File: src/rtl/multi_mode_counter_pkg.sv
`default_nettype none
// +----------------------------------------------------------------------+
// | Module      : counter_pkg                                            |
// | Description : Mode encodings, seed and terminal-value helpers shared |
// |               by the multi-mode counter and its next-state logic.    |
// | Revision    : 1.0 - initial release                                  |
// +----------------------------------------------------------------------+
package counter_pkg;

  localparam logic [2:0] MODE_UP      = 3'd0;
  localparam logic [2:0] MODE_DOWN    = 3'd1;
  localparam logic [2:0] MODE_MODN_UP = 3'd2;
  localparam logic [2:0] MODE_MODN_DN = 3'd3;
  localparam logic [2:0] MODE_RING    = 3'd4;
  localparam logic [2:0] MODE_JOHNSON = 3'd5;
  localparam logic [2:0] MODE_EVEN    = 3'd6;
  localparam logic [2:0] MODE_ODD     = 3'd7;

  // Helpers work on a 16-bit container; callers truncate to WIDTH.
  function automatic logic [15:0] width_mask(input int width);
    return 16'((32'd1 << width) - 32'd1);
  endfunction

  function automatic logic [15:0] seed(input logic [2:0] mode, input int width,
                                       input int modn_dn);
    logic [15:0] s;
    case (mode)
      MODE_RING, MODE_ODD: s = 16'd1;
      MODE_MODN_DN:        s = 16'(modn_dn - 1);
      default:             s = 16'd0;
    endcase
    return s & width_mask(width);
  endfunction

  function automatic logic is_terminal(input logic [2:0] mode, input logic [15:0] count,
                                       input int width, input int modn_up);
    logic [15:0] ones;
    logic [15:0] msb;
    logic        t;
    ones = width_mask(width);
    msb  = 16'(32'd1 << (width - 1));
    case (mode)
      MODE_UP:                 t = (count == ones);
      MODE_DOWN, MODE_MODN_DN: t = (count == 16'd0);
      MODE_MODN_UP:            t = (count == 16'(modn_up - 1));
      MODE_RING, MODE_JOHNSON: t = (count == msb);
      MODE_EVEN:               t = (count == (ones - 16'd1));
      default:                 t = (count == ones);
    endcase
    return t;
  endfunction

endpackage
`default_nettype wire

File: src/rtl/multi_mode_counter_next_state.sv
`default_nettype none
// +----------------------------------------------------------------------+
// | Module      : mmc_next_state                                         |
// | Description : Combinational step and wrap detection for each mode,   |
// |               including recovery from illegal count values.          |
// | Revision    : 1.0 - initial release                                  |
// +----------------------------------------------------------------------+
module mmc_next_state
  import counter_pkg::*;
#(
  parameter int WIDTH   = 4,
  parameter int MODN_UP = 10,
  parameter int MODN_DN = 5
) (
  input  logic [2:0]       cur_mode,
  input  logic [WIDTH-1:0] count,
  output logic [WIDTH-1:0] next_count,
  output logic             wrap
);

  localparam logic [WIDTH:0]   NU_TOP = (WIDTH + 1)'(MODN_UP - 1);
  localparam logic [WIDTH:0]   ND_LIM = (WIDTH + 1)'(MODN_DN);
  localparam logic [WIDTH-1:0] ND_TOP = WIDTH'(MODN_DN - 1);
  localparam logic [WIDTH-1:0] ONE    = WIDTH'(1);
  localparam logic [WIDTH-1:0] TWO    = WIDTH'(2);

  logic [WIDTH:0] count_x;
  assign count_x = {1'b0, count};

  always_comb begin
    next_count = count;
    case (cur_mode)
      MODE_UP:      next_count = count + ONE;
      MODE_DOWN:    next_count = count - ONE;
      // Out-of-range values collapse onto the wrap target.
      MODE_MODN_UP: next_count = (count_x >= NU_TOP) ? '0 : count + ONE;
      MODE_MODN_DN: next_count = ((count_x >= ND_LIM) || (count == '0)) ? ND_TOP : count - ONE;
      MODE_RING:    next_count = $onehot(count) ? {count[WIDTH-2:0], count[WIDTH-1]} : ONE;
      MODE_JOHNSON: next_count = {count[WIDTH-2:0], ~count[WIDTH-1]};
      MODE_EVEN:    next_count = count[0] ? {count[WIDTH-1:1], 1'b0} : count + TWO;
      MODE_ODD:     next_count = count[0] ? count + TWO : (count | ONE);
      default:      next_count = count;
    endcase
  end

  assign wrap = is_terminal(cur_mode, 16'(count), WIDTH, MODN_UP);

endmodule
`default_nettype wire

File: src/rtl/multi_mode_counter.sv
`default_nettype none
// +----------------------------------------------------------------------+
// | Module      : multi_mode_counter                                     |
// | Description : Eight-mode WIDTH-bit counter with enable, reseed and   |
// |               terminal count. PAR_LOAD_EN adds a parallel load path. |
// | Revision    : 1.0 - initial release                                  |
// +----------------------------------------------------------------------+
module multi_mode_counter
  import counter_pkg::*;
#(
  parameter int WIDTH   = 4,
  parameter int MODN_UP = 10,
  parameter int MODN_DN = 5
) (
  input  logic             clk,
  input  logic             Reset,
  input  logic [2:0]       Mode,
  input  logic             Preset,
  input  logic             en,
`ifdef PAR_LOAD_EN
  input  logic             load,
  input  logic [WIDTH-1:0] load_val,
`endif
  output logic [WIDTH-1:0] count,
  output logic [2:0]       cur_mode,
  output logic             tc
);

  logic [WIDTH-1:0] count_q, count_d;
  logic [2:0]       mode_q,  mode_d;
  logic [WIDTH-1:0] step_val;
  logic             wrap;

  mmc_next_state #(
    .WIDTH   (WIDTH),
    .MODN_UP (MODN_UP),
    .MODN_DN (MODN_DN)
  ) u_next (
    .cur_mode   (mode_q),
    .count      (count_q),
    .next_count (step_val),
    .wrap       (wrap)
  );

  // Priority: mode change > load > Preset > step > hold.
  always_comb begin
    mode_d  = Mode;
    count_d = count_q;
    if (Mode != mode_q) begin
      count_d = WIDTH'(seed(Mode, WIDTH, MODN_DN));
    end
`ifdef PAR_LOAD_EN
    else if (load) begin
      count_d = load_val;
    end
`endif
    else if (Preset) begin
      count_d = WIDTH'(seed(mode_q, WIDTH, MODN_DN));
    end else if (en) begin
      count_d = step_val;
    end
  end

  always_ff @(posedge clk) begin
    if (!Reset) begin
      count_q <= '0;
      mode_q  <= MODE_UP;
    end else begin
      count_q <= count_d;
      mode_q  <= mode_d;
    end
  end

  assign count    = count_q;
  assign cur_mode = mode_q;
  assign tc       = en & wrap;

endmodule
`default_nettype wire

File: config.mk
export PLATFORM = sky130hd
export DESIGN_NAME = multi_mode_counter
export DESIGN_NICKNAME = d
export VERILOG_FILES = /design/src/rtl/multi_mode_counter_pkg.sv /design/src/rtl/multi_mode_counter_next_state.sv /design/src/rtl/multi_mode_counter.sv
export SDC_FILE = /design/constraint.sdc
export NUM_CORES = 1
export LEC_CHECK = 0
export ABC_AREA = 0
export CORE_MARGIN = 4
export CORE_UTILIZATION = 50
export CTS_CLUSTER_DIAMETER = 200
export DETAILED_ROUTE_END_ITERATION = 10
export PLACE_DENSITY = 0.79
export RECOVER_POWER = 50
export SLEW_MARGIN = 0
export SYNTH_ARGS = -nofsm -noshare
export SYNTH_HDL_FRONTEND = slang
export SYNTH_HIERARCHICAL = 1
export SYNTH_SLANG_ARGS = --single-unit
export TNS_END_PERCENT = 5
File: constraint.sdc
create_clock -name clk -period 3.15 [get_ports clk]
set_input_delay 0.63 -clock clk [delete_from_list [all_inputs] [get_ports clk]]
set_output_delay 0.63 -clock clk [all_outputs]
set_load 0.02 [all_outputs]
# [Word-level counts from Yosys, hierarchy flattened]
# Index checks and enable logic that the tools add are counted.
[word_totals] reg_bits=7 output_inout_bits=8
[op_classes] n_addsub=6 eq_ne=18 magnitude_cmp=2 mux=12 bitwise=2 n_reduce_logical=9
[ops] cell="2-to-1 mux 4 bit" n=8
[ops] cell="case mux 4 bit (8 select lines)" n=1
[ops] cell="== test 3 bit (second input constant)" n=6
[ops] cell="== test 4 bit (second input constant)" n=4
[ops] cell="case mux 3 bit (2 select lines)" n=2
[ops] cell="== test 3 x 2 -> 1 bit (second input constant)" n=3
[ops] cell="!= test 4 bit (second input constant)" n=2
[ops] cell="OR reduction 2 bit" n=4
[ops] cell="== test 3 x 1 -> 1 bit (second input constant)" n=2
[ops] cell="adder 1 x 1 -> 2 bit" n=2
[ops] cell="adder 4 x 1 -> 4 bit (second input constant)" n=1
[ops] cell="adder 4 x 2 -> 4 bit (second input constant)" n=1
[ops] cell="greater-or-equal comparator 4 x 3 -> 1 bit (second input constant)" n=1
[ops] cell="greater-or-equal comparator 4 bit (second input constant)" n=1
[ops] cell="logical NOT 4 bit" n=1
[ops] cell="case mux 1 bit (4 select lines)" n=1
[ops] cell="subtractor 4 x 1 -> 4 bit (second input constant)" n=1
[ops] cell="adder 3 bit" n=1
[ops] cell="logical NOT 3 bit" n=1
[ops] cell="!= test 3 bit" n=1
[ops] cell="AND reduction 3 bit" n=1
[ops] cell="nonzero test 3 bit" n=1
[ops] cell="AND 1 bit" n=1
[ops] cell="logical OR 1 bit" n=1
[ops] cell="NOT 1 bit" n=1

# [Logic depth before layout (Yosys ltp)]
[depth] word_depth=8 depth_mapped=12

# [Hierarchy]
# Netlist, hierarchy kept.
[by_module_without_submodules] mod="mmc_next_state" seq_area_each_um2=0.0 cells_per_inst=79 instances=1 area_per_inst_um2=585.6
[by_module_without_submodules] mod="multi_mode_counter" seq_area_each_um2=140.1 cells_per_inst=35 instances=1 area_per_inst_um2=351.6

# [Worst setup path after synthesis]
# Ideal clock, no wire load.
[synth_timing] kind="flip-flop to flip-flop" from="register count_q[0], in the netlist count[0]" to="register count_q[2], in the netlist count[2]" path_stages_with_launch=12 required_time_ns=3.064 arrival_time_ns=2.665 setup_time_ns=0.086 n_path_buf=0 setup_slack_ns=0.400 path_cell_list="dfxtp_1 -> inv_1 -> ha_1 -> nand2_1 -> fa_1 -> nand2_1 -> o21a_1 -> o22ai_1 -> a21o_1 -> mux2i_1 -> o21a_1 -> a211oi_1"
[synth_via] elab_chain_len=8
[synth_lines] element="start, declared" line_no="multi_mode_counter.sv:29" source="logic [WIDTH-1:0] count_q, count_d;"
[synth_lines] element="start signal, assigned" line_no="multi_mode_counter.sv:69" source="count_q <= count_d;"
[synth_lines] element="adder 1 x 1 -> 2 bit (implied by the code)" line_no="multi_mode_counter_next_state.sv:38" source="MODE_RING: next_count = $onehot(count) ? {count[WIDTH-2:0], count[WIDTH-1]} : ONE;"
[synth_lines] element="adder 3 bit (implied by the code)" line_no="multi_mode_counter_next_state.sv:38"
[synth_lines] element="== test 3 x 1 -> 1 bit" line_no="multi_mode_counter_next_state.sv:38"
[synth_lines] element="2-to-1 mux 4 bit" line_no="multi_mode_counter_next_state.sv:38"
[synth_lines] element="case mux 4 bit (8 select lines) (*)" line_no="multi_mode_counter_next_state.sv:32" source="case (cur_mode)"
[synth_lines] element="named net step_val[2]" line_no="multi_mode_counter.sv:31" source="logic [WIDTH-1:0] step_val;"
[synth_lines] element="2-to-1 mux 4 bit (*)" line_no="multi_mode_counter.sv:59" source="end else if (en) begin"
[synth_lines] element="2-to-1 mux 4 bit (*)" line_no="multi_mode_counter.sv:57" source="else if (Preset) begin"
[synth_lines] element="2-to-1 mux 4 bit (*)" line_no="multi_mode_counter.sv:49" source="if (Mode != mode_q) begin"
# The timed path passes the listed nets; every way through them passes the cells marked *. The select of a mux whose other input is x is not followed.
# A chain may end at the register's enable or synchronous reset.

# [Worst setup path after layout]
[layout_timing] from="register mode_q[1], in the netlist cur_mode[1]" to="output port tc"
[layout_via] elab_chain_len=4
[layout_lines] element="start, declared" line_no="multi_mode_counter.sv:30" source="logic [2:0] mode_q, mode_d;"
[layout_lines] element="start signal, assigned" line_no="multi_mode_counter.sv:70" source="mode_q <= mode_d;"
[layout_lines] element="== test 3 bit (tied with other cells)" line_no="multi_mode_counter_pkg.sv:42" source="case (mode)"
[layout_lines] element="OR reduction 2 bit" line_no="multi_mode_counter_pkg.sv:42"
[layout_lines] element="case mux 1 bit (4 select lines) (*)" line_no="multi_mode_counter_pkg.sv:42"
[layout_lines] element="named net wrap" line_no="multi_mode_counter.sv:32" source="logic wrap;"
[layout_lines] element="AND 1 bit (*)" line_no="multi_mode_counter.sv:76" source="assign tc = en & wrap;"
[layout_lines] element="end, declared" line_no="multi_mode_counter.sv:26" source="output logic tc"
# The timed path passes the listed nets; every way through them passes the cells marked *.

==> flow_summary.ini <==
[drt]
drc = 0
drt_first_iter_violations = 19
first_pass_iters = 4
vias = 916
wl_mm = 2.41
drtAntennaViolNets = 0
viasPerCell = 5.73
wl_per_cell_um = 15.0

[logic_synthesis]
yosys_warnings = 6
ys_types = 43
syn_nets = 132
netlist_instances = 114
synth_simple_gate_area_frac = 0.199
syn_area_per_cell_sq_um = 8.22
async_reset_ff_frac = 0
netlist_area_sq_um = 937
synthXorXnorAreaFrac = 0.111
synth_top_family_by_area = compound AO/OA/AOI/OAI gates
ys_seq_area_frac = 0.150
synth_fa_ha_area_frac = 0.155
synth_edf_count = 0
synthFlopType = dfxtp_1
ys_ff_latch = 7
synth-compound-area-share = 0.252
synthMuxAreaShare = 0.0641

[die]
dieArea_sq_um = 2630
core_area_sq_um = 1750
io_pins = 15
rows = 15
die_h_um = 51.3
initial_utilization = 0.537
die_w_um = 51.3

[worst_hold_path]
min_path_type = flop to flop

[clock_tree]
cts_buffers = 3
ctsHoldBuffers = 0
clk_latency_ps = 260
cts_tree = done
htree_levels = 1
clk_pin_slew_worst_paths_ps = 60
cts_root_buffer = clkbuf_4
cts-resized-gates = 0
clock_sink_count = 7
post_cts_buffers = 0
clockBufferDepth = 2

[global_route]
antenna_found_initial = 0
gr-total-overflow = 0
grt_max_degree = 13
grt_util_met3 = 0.0321
use_met2 = 0.352
grt_usage = 0.201
grt_pass1_vias = 870
busiest_layer = met2
grt_first_pass_wirelength_mm = 3.99
grtUsageMet1 = 0.255

[placed_design]
hpwl_mm = 1.85
place.gp.congestion = 0.893
portBuffers = 14

[sta]
rsz0062_at_grt = no
finalCriticalPeriod_ps = 2870
fin_tns_setup_ps = 0
finalHoldViolCount = 0
drv_slew = 0
fmax_mhz = 349
setup_viol = 0
min_period_over_period = 0.910
relSlewSlack = 0.767
tightest_slew_ps = 349
clock_skew_ps = 4.51

[outcome]
status = finished, final reports clean

[setup_path]
worst-setup-path-type = flop to primary output
cp_slowest_stage_delay_ps = 590
critPathLaunchType = flop
crit_path_end_kind = primary output
critPathSlowestCell = clkdlybuf4s50_1
worstPathArrival_ps = 2240
crit_fanout = 6
r2r_slack_ps = 530
required_ps = 2520
path_cells = inv_1 -> nor4_1 -> o21a_1 -> a41oi_1 -> o22ai_1 -> and2_1 -> clkdlybuf4s50_1

[power]
power.leakage_uw = 0.000470
p_per_area_nw_per_um2 = 277
irDropWorstVdd_mv = 0.179

[cells_and_area]
area_delta_synth_final_pct = 23.8
fillers = 155
nNetsFinal = 154
diodes = 0
drive_gt1_frac = 0.119
fin_util = 0.665

[job]
maxCapViolCount = 0
## final timing paths
| path | start | to | depth (start not counted) |
|---|---|---|---|
| worst max-delay path | cur_mode[1]$_SDFF_PN0_ | tc | 7 |
| worst min-delay path | cur_mode[1]$_SDFF_PN0_ | count[2]$_SDFFE_PN0P_ | 3 |
| worst max register to register | count[0]$_SDFFE_PN0P_ | count[2]$_SDFFE_PN0P_ | 11 |
| worst min register to register | cur_mode[1]$_SDFF_PN0_ | count[2]$_SDFFE_PN0P_ | 3 |
## critical path, delay by kind of cell (launching register included)
kind | cells | cell delay, ps
buf+inv | 2 | 760
compound gates | 3 | 340
simple gates | 2 | 430
flops | 1 | 440
## cell usage in the layout, fill, tap and decap left out, drive strengths merged, types with 2 or more instances in the layout
| cell type | Yosys | final |
|---|---|---|
| inv | 10 | 10 |
| o31ai | 2 | 2 |
| o22ai | 2 | 2 |
| clkdlybuf4s50 | 0 | 7 |
| o21ai | 4 | 4 |
| o21a | 5 | 5 |
| nand2b | 2 | 2 |
| dfxtp | 7 | 7 |
| xor2 | 3 | 3 |
| dlygate4sd3 | 0 | 7 |
| a21oi | 4 | 4 |
| xnor2 | 8 | 8 |
| a211oi | 2 | 2 |
| ha | 10 | 10 |
| a41oi | 2 | 2 |
| nor4 | 4 | 4 |
| nor2 | 5 | 5 |
| clkbuf | 0 | 4 |
| nand2 | 7 | 7 |
| nand3 | 4 | 4 |
| mux2i | 6 | 6 |
| and2 | 5 | 5 |
| buf | 4 | 7 |
## layer usage
layer	share of wire	wire, um
met5	0	0
met4	0.0058	14
met3	0.077	186
met2	0.50	1200
met1	0.42	1010
## flip-flops by register name, indices dropped and copies added (netlist names)
name / flops
count: 4
cur_mode: 3
## synthesized netlist by cell type, drive strengths merged (2+ instances only)
| library cell | instances | area [sq um] |
|---|---|---|
| ha | 10 | 125 |
| inv | 10 | 37.5 |
| xnor2 | 8 | 70.1 |
| dfxtp | 7 | 140 |
| nand2 | 7 | 26.3 |
| mux2i | 6 | 60.1 |
| and2 | 5 | 33.8 |
| nor2 | 5 | 18.8 |
| o21a | 5 | 37.5 |
| a21oi | 4 | 20.0 |
| buf | 4 | 27.5 |
| nand3 | 4 | 20.0 |
| nor4 | 4 | 25.0 |
| o21ai | 4 | 20.0 |
| xor2 | 3 | 33.8 |
| a211oi | 2 | 15.0 |
| a41oi | 2 | 17.5 |
| nand2b | 2 | 12.5 |
| o22ai | 2 | 12.5 |
| o31ai | 2 | 25.0 |
## cells by family after synthesis
kind of cell,count (synthesis)
DFF,7
muxes,6
AOI/OAI and AO/OA,31
and+or+nand+nor,34
xor gates and xnor gates,11
buffers and inverters,14
adders and majority gates,11
## cell type report
type | count | area, sq um | area share
Tap cell | 25 | 31.3 | 0.0270
Timing Repair Buffer | 21 | 193 | 0.166
Clock buffer | 4 | 26.3 | 0.0227
Inverter | 10 | 37.5 | 0.0324
Sequential cell | 7 | 140 | 0.121
Multi-Input combinational cell | 93 | 732 | 0.631
## power breakdown
part / switching [uW] / internal (uW) / total, uW
registers: 4.18 / 92.8 / 97.0
clock network: 37.5 / 48.6 / 86.1
logic: 74.3 / 63.4 / 138
total: 116 / 205 / 321
## metrics by stage
stage                     hold WS, ps  setup WS (ps)  std cells  area, sq um  total power, uW
final                             711            283        160         1160              321
after floorplan                   664            400        114          937              194
after detailed placement          699            497        156         1130              237
after CTS                         710            275        160         1160              322
after global placement            694            513        156         1130              234
after global routing              743            171        160         1160              339
No activity file was read; power rests on OpenSTA's default activity.
